### src/rtl/sweep_learn_ctrl.sv
//==============================================================================
// Module   : sweep_learn_ctrl
// Purpose  : Learn-sweep sequencer: steps the DDS, settles, measures ADC
//            peak-to-peak per point and writes it to the amplitude table.
//            Optional peak tracking under `SWEEP_PEAK_TRACK_EN.
// Revision : 1.0 - initial release
//==============================================================================
`timescale 1ns/1ps
`default_nettype none

module sweep_learn_ctrl #(
    parameter int N_POINTS     = 100,
    parameter int SETTLE_CYC   = 50000,
    parameter int MEAS_SAMPLES = 1024,
    parameter int NEXT_PW      = 4,
    parameter int ADC_W        = 10,
    parameter int IDX_W        = 7
) (
    input  logic             clk_50m,
    input  logic             rst_n,
    input  logic             start,
    input  logic             abort,
    input  logic [ADC_W-1:0] adc_data,
    input  logic             adc_valid,
    output logic             learn_en,
    output logic             next_freq,
    output logic             amp_wr_en,
    output logic [IDX_W-1:0] amp_wr_addr,
    output logic [ADC_W-1:0] amp_wr_data,
    output logic             busy,
    output logic             done,
    output logic [ADC_W-1:0] peak_amp,
    output logic [IDX_W-1:0] peak_idx
);

    localparam int SET_W = (SETTLE_CYC   > 1) ? $clog2(SETTLE_CYC)   : 1;
    localparam int SMP_W = (MEAS_SAMPLES > 1) ? $clog2(MEAS_SAMPLES) : 1;
    localparam int STP_W = (NEXT_PW      > 1) ? $clog2(NEXT_PW)      : 1;

    localparam logic [SET_W-1:0] c_SET_LAST = SET_W'(SETTLE_CYC - 1);
    localparam logic [SMP_W-1:0] c_SMP_LAST = SMP_W'(MEAS_SAMPLES - 1);
    localparam logic [STP_W-1:0] c_STP_LAST = STP_W'(NEXT_PW - 1);
    localparam logic [IDX_W-1:0] c_IDX_LAST = IDX_W'(N_POINTS - 1);

    typedef enum logic [2:0] {
        S_IDLE    = 3'd0,
        S_SETTLE  = 3'd1,
        S_MEASURE = 3'd2,
        S_WRITE   = 3'd3,
        S_STEP    = 3'd4,
        S_FINISH  = 3'd5
    } state_t;

    state_t           r_state;
    logic [SET_W-1:0] r_settle_cnt;
    logic [SMP_W-1:0] r_samp_cnt;
    logic [STP_W-1:0] r_step_cnt;
    logic [IDX_W-1:0] r_idx;
    logic [ADC_W-1:0] r_min;
    logic [ADC_W-1:0] r_max;

    logic             r_learn_en;
    logic             r_next_freq;
    logic             r_amp_wr_en;
    logic [IDX_W-1:0] r_amp_wr_addr;
    logic [ADC_W-1:0] r_amp_wr_data;
    logic             r_busy;
    logic             r_done;

    logic [ADC_W-1:0] w_min;
    logic [ADC_W-1:0] w_max;
    logic [ADC_W-1:0] w_amp;
    logic             w_start_go;
    logic             w_write_go;

    // Running extrema including the sample on the bus this cycle, so the last
    // window sample lands in the written amplitude without an extra cycle.
    assign w_min      = (adc_data < r_min) ? adc_data : r_min;
    assign w_max      = (adc_data > r_max) ? adc_data : r_max;
    assign w_amp      = w_max - w_min;
    assign w_start_go = (r_state == S_IDLE) && start && !abort;
    assign w_write_go = (r_state == S_MEASURE) && adc_valid && !abort &&
                        (r_samp_cnt == c_SMP_LAST);

    always_ff @(posedge clk_50m) begin
        if (!rst_n) begin
            r_state       <= S_IDLE;
            r_settle_cnt  <= '0;
            r_samp_cnt    <= '0;
            r_step_cnt    <= '0;
            r_idx         <= '0;
            r_min         <= '0;
            r_max         <= '0;
            r_learn_en    <= 1'b0;
            r_next_freq   <= 1'b0;
            r_amp_wr_en   <= 1'b0;
            r_amp_wr_addr <= '0;
            r_amp_wr_data <= '0;
            r_busy        <= 1'b0;
            r_done        <= 1'b0;
        end else begin
            r_amp_wr_en <= 1'b0;
            r_done      <= 1'b0;
            if ((r_state != S_IDLE) && abort) begin
                r_state     <= S_IDLE;
                r_learn_en  <= 1'b0;
                r_next_freq <= 1'b0;
                r_busy      <= 1'b0;
            end else begin
                case (r_state)
                    S_IDLE: begin
                        if (w_start_go) begin
                            r_state      <= S_SETTLE;
                            r_learn_en   <= 1'b1;
                            r_busy       <= 1'b1;
                            r_idx        <= '0;
                            r_settle_cnt <= '0;
                        end
                    end
                    S_SETTLE: begin
                        if (r_settle_cnt == c_SET_LAST) begin
                            r_state    <= S_MEASURE;
                            r_min      <= '1;
                            r_max      <= '0;
                            r_samp_cnt <= '0;
                        end else begin
                            r_settle_cnt <= r_settle_cnt + SET_W'(1);
                        end
                    end
                    S_MEASURE: begin
                        if (adc_valid) begin
                            r_min <= w_min;
                            r_max <= w_max;
                            if (w_write_go) begin
                                r_state       <= S_WRITE;
                                r_amp_wr_en   <= 1'b1;
                                r_amp_wr_addr <= r_idx;
                                r_amp_wr_data <= w_amp;
                            end else begin
                                r_samp_cnt <= r_samp_cnt + SMP_W'(1);
                            end
                        end
                    end
                    S_WRITE: begin
                        if (r_idx == c_IDX_LAST) begin
                            r_state    <= S_FINISH;
                            r_done     <= 1'b1;
                            r_learn_en <= 1'b0;
                        end else begin
                            r_state     <= S_STEP;
                            r_next_freq <= 1'b1;
                            r_step_cnt  <= '0;
                        end
                    end
                    S_STEP: begin
                        if (r_step_cnt == c_STP_LAST) begin
                            r_state      <= S_SETTLE;
                            r_next_freq  <= 1'b0;
                            r_idx        <= r_idx + IDX_W'(1);
                            r_settle_cnt <= '0;
                        end else begin
                            r_step_cnt <= r_step_cnt + STP_W'(1);
                        end
                    end
                    S_FINISH: begin
                        r_state <= S_IDLE;
                        r_busy  <= 1'b0;
                    end
                    default: begin
                        r_state <= S_IDLE;
                    end
                endcase
            end
        end
    end

    assign learn_en    = r_learn_en;
    assign next_freq   = r_next_freq;
    assign amp_wr_en   = r_amp_wr_en;
    assign amp_wr_addr = r_amp_wr_addr;
    assign amp_wr_data = r_amp_wr_data;
    assign busy        = r_busy;
    assign done        = r_done;

`ifdef SWEEP_PEAK_TRACK_EN
    logic [ADC_W-1:0] r_peak_amp;
    logic [IDX_W-1:0] r_peak_idx;

    // Strictly-greater update keeps the earliest index on ties.
    always_ff @(posedge clk_50m) begin
        if (!rst_n) begin
            r_peak_amp <= '0;
            r_peak_idx <= '0;
        end else if (w_start_go) begin
            r_peak_amp <= '0;
            r_peak_idx <= '0;
        end else if (w_write_go && (w_amp > r_peak_amp)) begin
            r_peak_amp <= w_amp;
            r_peak_idx <= r_idx;
        end
    end

    assign peak_amp = r_peak_amp;
    assign peak_idx = r_peak_idx;
`else
    assign peak_amp = '0;
    assign peak_idx = '0;
`endif

endmodule

`default_nettype wire

### config.mk
export PLATFORM = sky130hd
export DESIGN_NAME = sweep_learn_ctrl
export DESIGN_NICKNAME = d
export VERILOG_FILES = /design/src/rtl/sweep_learn_ctrl.sv
export SDC_FILE = /design/constraint.sdc
export NUM_CORES = 1
export LEC_CHECK = 0
export CAP_MARGIN = 30
export CORE_MARGIN = 3
export CORE_UTILIZATION = 40
export CTS_CLUSTER_DIAMETER = 150
export DETAILED_ROUTE_END_ITERATION = 12
export RECOVER_POWER = 25
export REMOVE_ABC_BUFFERS = 1
export SETUP_SLACK_MARGIN = 0.4
export SLEW_MARGIN = 25
export SYNTH_ARGS = -nofsm -noshare
export SYNTH_HDL_FRONTEND = slang
export SYNTH_SLANG_ARGS = --single-unit
### constraint.sdc
create_clock -name clk_50m -period 8.9 [get_ports clk_50m]
set_clock_uncertainty 0.1 [all_clocks]
set_input_delay 1.78 -clock clk_50m [delete_from_list [all_inputs] [get_ports clk_50m]]
set_output_delay 1.78 -clock clk_50m [all_outputs]
set_load 0.03 [all_outputs]
==> impl_metrics.py <==
metrics = {
    "route": {
        "vias_per_cell": 5.17,
        "routedWlPerCell_um": 13.5,
        "drc": 0,
        "vias": 3773,
        "wl_mm": 9.85,
        "firstDrtPassIters": 4,
        "drt_iter0_markers": 137,
        "detail-route-antenna-nets": 0,
    },
    "final_layout": {
        "fillerInstances": 1039,
        "multi_input_area_mm2": 0.00269,
        "final_cells": 730,
        "regArea_mm2": 0.00160,
        "synthToLayoutAreaGrowth_pct": 15.5,
        "fin_nets": 633,
        "antennaDiodeCount": 0,
        "final_layout_size_suffix_gt1_share_pct": 5.08,
    },
    "sta": {
        "worst_pin_slew_ns": 0.839,
        "relSlewSlack_pct": 43.5,
        "fin_crit_sh_pct": 63.9,
        "drv_slew": 0,
        "fin_crit_ns": 5.69,
        "fin_tns_setup_ns": 0,
        "max_freq_mhz": 176,
        "rsz0062_at_grt": "no",
        "holdWs_ns": 0.358,
        "setup_slack_ns": 3.21,
        "hold_viol": 0,
        "final-setup-viol-count": 0,
    },
    "hold_path": {
        "hold_start": "amp_wr_addr[3]",
        "min_to": "amp_wr_addr[3]",
        "min_path_cells": 2,
        "hp-class": "reg -> reg",
    },
    "power_and_ir_drop": {
        "switchingPower_uw": 207,
        "swShare_pct": 25.1,
        "p_int_uw": 618,
        "p_seq_share_pct": 44.0,
        "leakage_nw": 2.02,
        "clockPowerShare_pct": 43.1,
        "ir_drop_mv": 0.102,
        "comb_power_share_pct": 12.8,
        "powerDensity_mw_per_mm2": 157,
    },
    "global_routing": {
        "top_usage_layer": "met2",
        "grt_use_met3_pct": 4.44,
        "antenna_found_initial": 0,
        "overflow": 0,
        "grt_pass1_wl_mm": 16.9,
        "gr-usage-all-layers_pct": 16.3,
        "grt_max_degree": 50,
        "use_met1_pct": 21.6,
        "grt_pass1_vias": 3603,
        "met2_usage_pct": 25.8,
    },
    "die": {
        "boundaryPins": 54,
        "core-area_mm2": 0.0110,
        "dieWidth_um": 113,
        "num_rows": 38,
        "die_area_mm2": 0.0127,
        "die_height_um": 113,
        "start_util_pct": 41.5,
    },
    "logic_synthesis": {
        "synthTopCellsByArea": "dfxtp_1 (35%), ha_1 (8.5%), nand2_1 (5.6%)",
        "ys_seq_area_share_pct": 35.1,
        "synthCells": 554,
        "synth-async-reset-ratio_pct": 0,
        "ys_ff_latch": 80,
        "avgSynthCellArea_um2": 8.23,
        "ys.flop_type": "dfxtp_1",
        "yosysUniqueCellTypes": 53,
        "synth_common_cells": "dfxtp_1 (80), nand2_1 (68), nor2_1 (40), o21ai_0 (40), ha_1 (31)",
        "yosysMostFrequentCell": "dfxtp_1",
        "synth.largest_area_cell": "dfxtp_1",
        "synth_edf_count": 0,
        "netlist_area_mm2": 0.00456,
        "yosys_warnings": 0,
        "yosys.area.top_type_share_pct": 35.1,
    },
    "placement": {
        "hpwl_mm": 7.26,
        "dp_slack_ns": 2.88,
        "port_buffers": 36,
        "place_inst": 715,
        "gp_congestion": 0.841,
    },
    "clock_tree": {
        "root_buffer": "clkbuf_16",
        "numCtsBuffers": 9,
        "cts.repair.resized": 0,
        "insertion_delay_ns": 0.34,
        "tritoncts": "done",
        "postCtsHoldBufs": 0,
        "postCtsSetupBuffers": 0,
        "h-tree-depth": 3,
        "clockBufferDepth": 2,
        "path_clk_slew_ns": 0.06,
        "cts_sinks": 80,
    },
    "worst_setup_path": {
        "crit_path_max_fanout": 5,
        "start_kind": "input port",
        "r2r_cells": 16,
        "worstReg2RegEnd": "amp_wr_data[8]",
        "reg2reg_from": "r_min[7]",
        "endpoint_kind": "flop",
        "critPathRequiredTime_ns": 9.03,
        "arrival_ns": 5.82,
        "worstSetupPathType": "in -> reg",
        "rrSetupSlack_ns": 4.82,
    },
    "status": {
        "status": "finished clean",
    },
    "flow_run": {
        "maxCapViolCount": 0,
    },
}
==> cell families (layout without fill, tap and decap cells) <==
kind of cell / after synthesis / in the layout / synth area share (%)
DFF: 80 / 80 / 35.1
and+or+nand+nor: 205 / 205 / 22.5
muxes: 14 / 14 / 3.13
other: 1 / 17 / 0.0822
xor gates and xnor gates: 30 / 30 / 5.76
adders and majority gates: 32 / 32 / 8.94
AOI/OAI and AO/OA: 125 / 125 / 17.3
buffers and inverters: 67 / 87 / 7.13
==> metal layers <==
layer | vias to the layer above | part of all wire (%)
met5 | - | 0
met4 | 0 | 1.6
met3 | 12 | 4.4
met2 | 74 | 44
met1 | 1719 | 50
li1 | 1968 | -
==> power groups by stage <==
| stage | Sequential [mW] | Combinational (mW) | Clock [mW] |
|---|---|---|---|
| 6_report | 0.363 | 0.106 | 0.356 |
| 5_1_grt | 0.363 | 0.118 | 0.381 |
| 4_1_cts | 0.363 | 0.106 | 0.366 |
| 3_5_place_dp | 0.371 | 0.105 | 0 |
| 3_3_place_gp | 0.371 | 0.104 | 0 |
| 2_1_floorplan | 0.372 | 0.0726 | 0 |
==> per-stage QoR <==
stage / power (mW) / cell area [µm²] / util, %
2_1_floorplan: 0.445 / 4410 / -
3_3_place_gp: 0.475 / 4980 / 45.4
3_5_place_dp: 0.477 / 4990 / 45.4
4_1_cts: 0.835 / 5270 / 48.0
5_1_grt: 0.862 / 5270 / 48.0
6_report: 0.825 / 5270 / 48.0
==> worst max path at each step <==
stage                 from        endpoint  slack [ns]
5_1_grt        adc_data[9]  amp_wr_data[8]        2.78
4_1_cts        adc_data[7]  amp_wr_data[8]        3.23
6_report       adc_data[7]  amp_wr_data[8]        3.21
2_1_floorplan  adc_data[5]  amp_wr_data[8]        3.30
3_3_place_gp   adc_data[7]  amp_wr_data[8]        3.03
3_5_place_dp   adc_data[7]  amp_wr_data[8]        2.88
==> placed cells by master (no fill, tap or decap), types with 3 or more instances in the layout <==
master / Yosys / layout
nand2_1: 68 / 68
nand3_1: 19 / 19
a21boi_0: 14 / 14
a22oi_1: 10 / 10
nor2b_1: 13 / 13
conb_1: 1 / 17
or2_2: 3 / 3
mux2i_1: 12 / 12
clkdlybuf4s50_1: 0 / 18
dlygate4sd3_1: 0 / 18
inv_1: 30 / 30
o221a_2: 3 / 3
and3_1: 3 / 3
nor3_1: 10 / 10
nand3b_1: 5 / 5
or3_1: 9 / 9
ha_1: 31 / 31
and4_1: 4 / 4
nand4_1: 11 / 11
nor2_1: 40 / 40
xnor2_1: 7 / 7
nand2b_1: 6 / 6
dfxtp_1: 80 / 80
a21oi_1: 29 / 29
clkbuf_1: 16 / 3
o21ai_1: 4 / 3
xor2_1: 23 / 23
and2_1: 8 / 8
o21ai_0: 40 / 41
a211oi_1: 5 / 5
buf_4: 19 / 6
clkbuf_16: 0 / 9
==> flip-flops by register name, summed over array words and instances, names as in the netlist, 2 cells and up <==
register      cells
amp_wr_addr       7
r_samp_cnt       10
r_state           3
r_idx             7
r_max            10
r_settle_cnt     16
r_min            10
amp_wr_data      10
r_step_cnt        2
==> cell type report <==
cell class / count / area share [%]
Clock buffer: 12 / 4.49
Clock inverter: 3 / 0.831
Inverter: 30 / 2.14
Multi-Input combinational cell: 423 / 51.1
Sequential cell: 80 / 30.4
Tap cell: 140 / 3.32
Timing Repair Buffer: 42 / 7.69
==> critical path, stage by stage <==
cell	delay [ns]
clkdlybuf4s50_1	0.51
ha_1	0.36
a21oi_1	0.14
nor2_1	0.06
a2111o_1	0.35
or2_2	0.33
o21ai_0	0.25
ha_1	0.19
inv_1	0.06
fa_1	0.42
or3_1	0.37
o2111a_1	0.17
a311oi_1	0.44
a21oi_1	0.17
xnor2_1	0.16
o21ai_1	0.06
Power figures use the tool's default switching activity.
